--- src/rtl/microprocesador.sv ---
// Single-cycle 8-bit accumulator CPU with a 9-bit instruction word.
// Instruction ROM and data RAM are external; this block holds only PC, A, Z and C.
module microprocesador (
  input  logic       Clk,
  input  logic       Rst,
  input  logic [7:0] Datos_Entrada,
  input  logic [8:0] Instrucciones,
  output logic [7:0] Direccion_Instrucciones,
  output logic [7:0] Direccion_Datos,
  output logic [7:0] Salida_Datos,
  output logic       RW
);

  localparam logic [2:0] OP_LDI = 3'b000;
  localparam logic [2:0] OP_LD  = 3'b001;
  localparam logic [2:0] OP_ST  = 3'b010;
  localparam logic [2:0] OP_ADD = 3'b011;
  localparam logic [2:0] OP_SUB = 3'b100;
  localparam logic [2:0] OP_AND = 3'b101;
  localparam logic [2:0] OP_JMP = 3'b110;
  localparam logic [2:0] OP_JZ  = 3'b111;

  logic [2:0] opcode;
  logic [7:0] field;

  logic [7:0] pc_q, pc_d;
  logic [7:0] a_q, a_d;
  logic       z_q, z_d;
  logic       c_q, c_d;
  logic       z_upd;

  assign opcode = Instrucciones[8:6];
  assign field  = {2'b00, Instrucciones[5:0]};

  always_comb begin
    // NOTE: every variable gets a default before the case so no path leaves it unassigned (no latch).
    pc_d  = pc_q + 8'd1;
    a_d   = a_q;
    z_d   = z_q;
    c_d   = c_q;
    z_upd = 1'b0;
    unique case (opcode)
      OP_LDI: begin a_d = field;               z_upd = 1'b1; end
      OP_LD:  begin a_d = Datos_Entrada;       z_upd = 1'b1; end
      OP_ST:  ;
      OP_ADD: begin
        {c_d, a_d} = {1'b0, a_q} + {1'b0, Datos_Entrada};
        z_upd      = 1'b1;
      end
      OP_SUB: begin
        a_d   = a_q - Datos_Entrada;
        c_d   = (a_q < Datos_Entrada);
        z_upd = 1'b1;
      end
      OP_AND: begin a_d = a_q & Datos_Entrada; z_upd = 1'b1; end
      OP_JMP: pc_d = field;
      OP_JZ:  if (z_q) pc_d = field;
      default: ;
    endcase
    if (z_upd) z_d = (a_d == 8'h00);
  end

  always_ff @(posedge Clk or negedge Rst) begin
    if (!Rst) begin
      pc_q <= 8'h00;
      a_q  <= 8'h00;
      z_q  <= 1'b0;
      c_q  <= 1'b0;
    end else begin
      // NOTE: non-blocking assignments so all state updates see the pre-edge values.
      pc_q <= pc_d;
      a_q  <= a_d;
      z_q  <= z_d;
      c_q  <= c_d;
    end
  end

  assign Direccion_Instrucciones = pc_q;
  assign Direccion_Datos         = field;
  assign Salida_Datos            = a_q;
  // Reset gates the write strobe so an aborted ST never reaches the RAM.
  assign RW = !((opcode == OP_ST) && Rst);

endmodule

--- config.mk ---
export PLATFORM = sky130hd
export DESIGN_NAME = microprocesador
export DESIGN_NICKNAME = d
export VERILOG_FILES = /design/src/rtl/microprocesador.sv
export SDC_FILE = /design/constraint.sdc
export NUM_CORES = 1
export LEC_CHECK = 0
export ABC_CLOCK_PERIOD_IN_PS = 3150
export CORE_MARGIN = 1
export CORE_UTILIZATION = 55
export CTS_CLUSTER_SIZE = 25
export DETAILED_ROUTE_END_ITERATION = 12
export DONT_BUFFER_PORTS = 1
export PLACE_DENSITY_LB_ADDON = 0.2
export SLEW_MARGIN = 10
export SYNTH_ARGS = -nofsm -noshare
export SYNTH_HDL_FRONTEND = slang
export SYNTH_SLANG_ARGS = --single-unit
--- constraint.sdc ---
create_clock -name Clk -period 3.15 [get_ports Clk]
set_clock_uncertainty 0.15 [all_clocks]
set_input_delay 0.315 -clock Clk [delete_from_list [all_inputs] [get_ports Clk]]
set_output_delay 0.315 -clock Clk [all_outputs]
set_load 0.05 [all_outputs]
==> results of run 1 <==
cell type report:
type	instances	share of cell area, %
Clock buffer	4	1.60
Inverter	10	2.29
Multi-Input combinational cell	153	65.8
Sequential cell	17	25.9
Tap cell	31	2.36
Timing Repair Buffer	4	1.98
how the worst min path moves through the flow:
stage | from | to
finish | Instrucciones[1] | Direccion_Instrucciones[1]
global route | Instrucciones[1] | Direccion_Instrucciones[1]
CTS | Instrucciones[1] | Direccion_Instrucciones[1]
detailed placement | Rst | Direccion_Instrucciones[6]
global placement | Rst | Direccion_Instrucciones[6]
floorplan | Rst | Direccion_Instrucciones[0]
layer usage:
layer | GRT usage [%] | part of all wire, % | up-vias
li1 | - | - | 673
met1 | 33.3 | 45 | 685
met2 | 43.4 | 46 | 64
met3 | 5.76 | 7.7 | 9
met4 | 6.62 | 1.3 | 0
met5 | 0 | 0 | -
sequential cells by signal (all words and copies together) (netlist names):
signal and cells:
z_q 1, Direccion_Instrucciones 8, Salida_Datos 8
stage by stage:
| step | total power [mW] | worst slack, ps | hold WS (ps) | util, % | area [sq um] |
|---|---|---|---|---|---|
| after floorplan | 1.20 | 291 | -131 | - | 1650 |
| after global placement | 1.28 | 188 | -130 | 57.7 | 1600 |
| after detailed placement | 1.30 | 108 | -130 | 57.7 | 1600 |
| after CTS | 1.43 | 419 | 15.2 | 59.0 | 1640 |
| after global routing | 1.52 | 224 | 2.09 | 59.0 | 1640 |
| final | 1.44 | 386 | 15.5 | 59.0 | 1640 |
placed cells by master (no fill, tap or decap), types with 2 or more instances in the layout:
cell / synthesis / routed
ha_1: 10 / 10
a221oi_1: 2 / 2
dfrtp_1: 17 / 17
inv_1: 7 / 7
a21boi_0: 2 / 2
nor2b_1: 2 / 2
nor3_1: 3 / 3
inv_2: 3 / 3
and3_1: 3 / 3
nor2_1: 13 / 13
xnor2_1: 12 / 12
xor2_1: 7 / 7
nand3b_1: 2 / 2
conb_1: 1 / 2
nand2b_1: 5 / 5
o21ai_0: 9 / 9
clkbuf_4: 0 / 3
buf_4: 10 / 3
nand2_1: 16 / 16
a31oi_1: 3 / 3
and2_1: 3 / 3
a21oi_1: 17 / 17
nand3_1: 10 / 10
o21a_1: 3 / 3
a21o_1: 2 / 2
power groups by stage:
stage                     clock [mW]  combinational [mW]  sequential [mW]
after CTS                      0.121               0.667            0.646
after detailed placement           0               0.652            0.650
final                          0.121               0.675            0.646
after global placement             0               0.635            0.647
after floorplan                    0               0.529            0.668
after global routing           0.133               0.731            0.658
critical path, stage by stage:
cell	delay, ps
inv_2	150
nand3_2	220
nand2_1	120
o21ai_0	160
fa_1	500
nor2b_4	150
o2111ai_2	160
a2111oi_1	500
o31ai_2	120
o221ai_2	90
a2111oi_2	80
a32o_1	230
kinds of logic after synthesis:
group	count (synthesis)	share of synthesized area (%)
compound gates	53	22.5
mux	2	1.29
fa+ha+maj	11	8.83
buf+inv	25	8.61
simple gates	66	22.5
other cells	1	0.228
flops	17	25.9
xor+xnor	19	10.1
==> flow_summary.yaml, run 1 <==
status:
  status: "complete, no violations"
drt:
  avgRoutedWirePerCell_um: 18.2
  vias: 1431
  postRouteAntennaNets: 0
  drtIter0Drc: 53
  drcViolationCount: 0
  firstDrtPassIters: 4
  wl_mm: 3.99
  viasPerCell: 6.53
clock_network:
  ctsLongestPathBuffers: 2
  clk_pin_slew_ps: 100
  cts_root_buf: "clkbuf_4"
  numCtsBuffers: 3
  post_cts_buffers: 0
  htree_levels: 1
  cts_tree: "built"
  cts_resized: 0
  insertion_delay_ps: 290
  clock-sinks: 17
  ctsHoldBuffers: 1
synth:
  yosysSeqAreaShare_pct: 25.9
  avgSynthCellArea_sq_um: 8.47
  synth_ff_type: "dfrtp_1"
  syn-cell-area_sq_um: 1640
  synth_top_area_cell: "dfrtp_1"
  synthTopCellsByCount: "a21oi_1 (17), dfrtp_1 (17), nand2_1 (16)"
  yosys-top-cells-area: "dfrtp_1 (26%), ha_1 (7.6%), xnor2_1 (6.4%)"
  synth-edff-count: 0
  yosys.cell_types.count: 54
  yosysTopAreaCellShare_pct: 25.9
  ys_ff_latch: 17
  async_flop_share_pct: 100
  synthCells: 194
  synth_warnings: 0
global_route:
  grt-ovfl-total: 0
  grt_pass1_vias: 1373
  grt_use_total_pct: 25.8
  grt_max_degree: 21
  antenna_found_initial: 0
  grt_pass1_wl_mm: 6.41
place:
  place_inst: 214
  io_buffers: 0
  place.gp.congestion: 0.975
  dp_hpwl_mm: 3.01
timing:
  hold_viol_final: 0
  grt_setup_unrepaired: "false"
  maxSlewViolCount: 0
  slew_headroom_pct: 43.3
  setup_viol: 0
  finalSetupTns_ps: 0
  worst_pin_slew_ps: 847
  period_share_pct: 87.7
  fmax_ghz: 0.362
  period_minus_slack_ps: 2760
final_layout:
  layout-drive-gt1-share_pct: 11.7
  final_nets: 219
  fin_cells: 219
  seq_area_sq_um: 425
  area_growth_pct: -0.153
  multi_input_area_sq_um: 1080
  fill_cells: 253
  diodes: 0
critical_path:
  crit_path_end_kind: "flip-flop"
  crit_type: "in2reg"
  start_kind: "input pin"
  cp_max_fo: 19
  crit_required_ps: 3190
  r2r_slack_ps: 420
  cp-startpoint: "Instrucciones[7]"
  worstReg2RegEnd: "z_q"
  cp_data_arrival_time_ps: 2800
  r2r_cells: 8
  regToRegStartpoint: "Salida_Datos[2]"
  endpoint: "z_q"
min_path:
  worstHoldPathType: "in2reg"
  worstHoldPathCells: 1
power:
  irDropWorstVdd_mv: 0.555
  powerDensity_nw_per_um2: 879
  p_int_uw: 646
  p_sw_share_pct: 55.2
  comb_power_share_pct: 46.8
  clkPwrFrac_pct: 8.4
  seq_power_share_pct: 44.8
  p_leak_nw: 0.718
  p_sw_uw: 796
die:
  die_h_um: 56.7
  die_width_um: 56.7
  dieArea_sq_um: 3210
  start_util_pct: 59.1
  rows: 19
  io_pins: 44
  core_area_sq_um: 2780
flow_run:
  drv_cap: 0
Note: power is estimated with default switching activity, not from simulation.
==> inputs of run 2 (changes only) <==
--- a/config.mk
+++ b/config.mk
@@ -6,11 +6,13 @@
 export NUM_CORES = 1
 export LEC_CHECK = 0
 export ABC_CLOCK_PERIOD_IN_PS = 3150
+export CAP_MARGIN = 15
 export CORE_MARGIN = 1
 export CORE_UTILIZATION = 55
 export CTS_CLUSTER_SIZE = 25
 export DETAILED_ROUTE_END_ITERATION = 12
 export DONT_BUFFER_PORTS = 1
+export GPL_ROUTABILITY_DRIVEN = 0
 export PLACE_DENSITY_LB_ADDON = 0.2
 export SLEW_MARGIN = 10
 export SYNTH_ARGS = -nofsm -noshare
==> results of run 2 <==
The final DEF is identical to that of run 1; final timing and power are the same.
==> inputs of run 3 (changes only) <==
--- a/config.mk
+++ b/config.mk
@@ -13,7 +13,7 @@
 export DETAILED_ROUTE_END_ITERATION = 12
 export DONT_BUFFER_PORTS = 1
 export GPL_ROUTABILITY_DRIVEN = 0
-export PLACE_DENSITY_LB_ADDON = 0.2
+export PLACE_DENSITY = 0.7
 export SLEW_MARGIN = 10
 export SYNTH_ARGS = -nofsm -noshare
 export SYNTH_HDL_FRONTEND = slang
==> flow_summary.yaml, run 3 (synthesis gave the netlist of run 1 again) <==
power:
  p_total_mw: 1.47
  p_sw_share_pct: 54.8
  clkPwrFrac_pct: 8.2
  powerDensity_nw_per_um2: 877
  comb_power_share_pct: 52.0
  seq_power_share_pct: 39.8
  irDropWorstVdd_mv: 0.658
  p_int_uw: 666
  p_sw_uw: 808
  p_leak_nw: 0.744
critical_path:
  r2r_slack_ps: 490
  start_kind: "input pin"
  crit_type: "in2reg"
  cp_max_fo: 19
  worstReg2RegEnd: "z_q"
  r2r_cells: 10
  cp_data_arrival_time_ps: 2760
  crit_path_end_kind: "flip-flop"
  cp-startpoint: "Instrucciones[7]"
  endpoint: "z_q"
  crit_required_ps: 3200
  regToRegStartpoint: "Salida_Datos[0]"
die:
  rows: 19
  die_h_um: 56.7
  dieArea_sq_um: 3210
  start_util_pct: 59.1
  core_area_sq_um: 2780
  die_width_um: 56.7
  io_pins: 44
final_layout:
  area_growth_pct: 2.36
  layout-drive-gt1-share_pct: 14.0
  diodes: 0
  final_nets: 224
  most-common-layout-cells: "dfrtp_1 (17), a21oi_1 (17), nand2_1 (16)"
drt:
  firstDrtPassIters: 4
  wl_mm: 4.21
  drcViolationCount: 0
  vias: 1465
  avgRoutedWirePerCell_um: 18.8
  postRouteAntennaNets: 0
  viasPerCell: 6.54
  drtIter0Drc: 99
clock_network:
  insertion_delay_ps: 300
  cts_tree: "built"
  cts_root_buf: "clkbuf_4"
  ctsLongestPathBuffers: 2
  htree_levels: 1
  numCtsBuffers: 3
  clk_pin_slew_ps: 110
  cts_resized: 0
  clock-sinks: 17
timing:
  maxSlewViolCount: 0
  slew_headroom_pct: 46.1
  setup_viol: 0
  hold_viol_final: 0
  period_minus_slack_ps: 2710
  finalSetupTns_ps: 0
  fmax_ghz: 0.369
  period_share_pct: 86.0
  grt_setup_unrepaired: "false"
  worst_pin_slew_ps: 805
place:
  io_buffers: 0
  dp_hpwl_mm: 3.22
global_route:
  grt_use_total_pct: 27.3
  grt_pass1_wl_mm: 6.74
  grt-ovfl-total: 0
  antenna_found_initial: 0
  grt_max_degree: 21
  grt_pass1_vias: 1425
flow_run:
  drv_cap: 0
min_path:
  worstHoldPathType: "in2reg"
status:
  status: "complete, no violations"
==> run 3: through the flow <==
stage | cell area [sq um] | std cells | hold WS (ps) | utilization [%] | setup slack [ps]
final | 1680 | 224 | 15.4 | 60.5 | 442
after global routing | 1680 | 224 | 11.8 | 60.5 | 268
after CTS | 1670 | 223 | 10.3 | 60.1 | 451
after detailed placement | 1630 | 218 | -130 | 58.7 | 134
after global placement | 1630 | 218 | -130 | 58.7 | 240
after floorplan | 1650 | 195 | -131 | - | 291
==> run 3: how the worst min path moves through the flow <==
stage                      from                          to  slack, ps  depth (start not counted)
3_3_place_gp                Rst  Direccion_Instrucciones[7]       -130                          0
5_1_grt        Instrucciones[1]  Direccion_Instrucciones[1]         10                          1
3_5_place_dp                Rst  Direccion_Instrucciones[7]       -130                          0
6_report       Instrucciones[1]  Direccion_Instrucciones[1]         20                          1
2_1_floorplan               Rst  Direccion_Instrucciones[0]       -130                          0
4_1_cts        Instrucciones[1]  Direccion_Instrucciones[1]         10                          1
==> run 3: per-layer routing <==
metal / up-vias / track usage (%) / part of all wire [%]
met5: - / 0 / 0
met4: 0 / 9.41 / 3.2
met2: 71 / 43.5 / 46
met3: 15 / 6.45 / 7.7
met1: 698 / 36.1 / 43
li1: 681 / - / -
==> run 3: final cells by class <==
type / instances / area, sq um
tap: 31 / 38.8
inverter: 10 / 37.5
clock inverter: 1 / 5.00
fill: 264 / 1100
timing repair buffer: 9 / 72.6
clock buffer: 3 / 22.5
multi-input combinational: 153 / 1080
sequential: 17 / 425
==> run 3: what timing repair did <==
action | in CTS | in global routing
setup buffers | 0 | 0
hold endpoints to repair | 17 | 1
hold buffers | 1 | 1
==> run 3: critical path, stage by stage <==
cell and delay [ps]:
inv_2 150, nand3_2 190, nand2_1 110, o21ai_0 140
fa_1 490, nor2b_4 160, o2111ai_2 140, a2111oi_1 520
o31ai_2 140, o221ai_2 100, a2111oi_2 70, a32o_1 220
==> run 3: power groups by stage <==
stage | Sequential, mW | Clock (mW) | Combinational (mW)
after floorplan | 0.668 | 0 | 0.529
after global placement | 0.588 | 0 | 0.728
after detailed placement | 0.591 | 0 | 0.745
after CTS | 0.586 | 0.125 | 0.759
after global routing | 0.596 | 0.132 | 0.831
final | 0.587 | 0.120 | 0.767
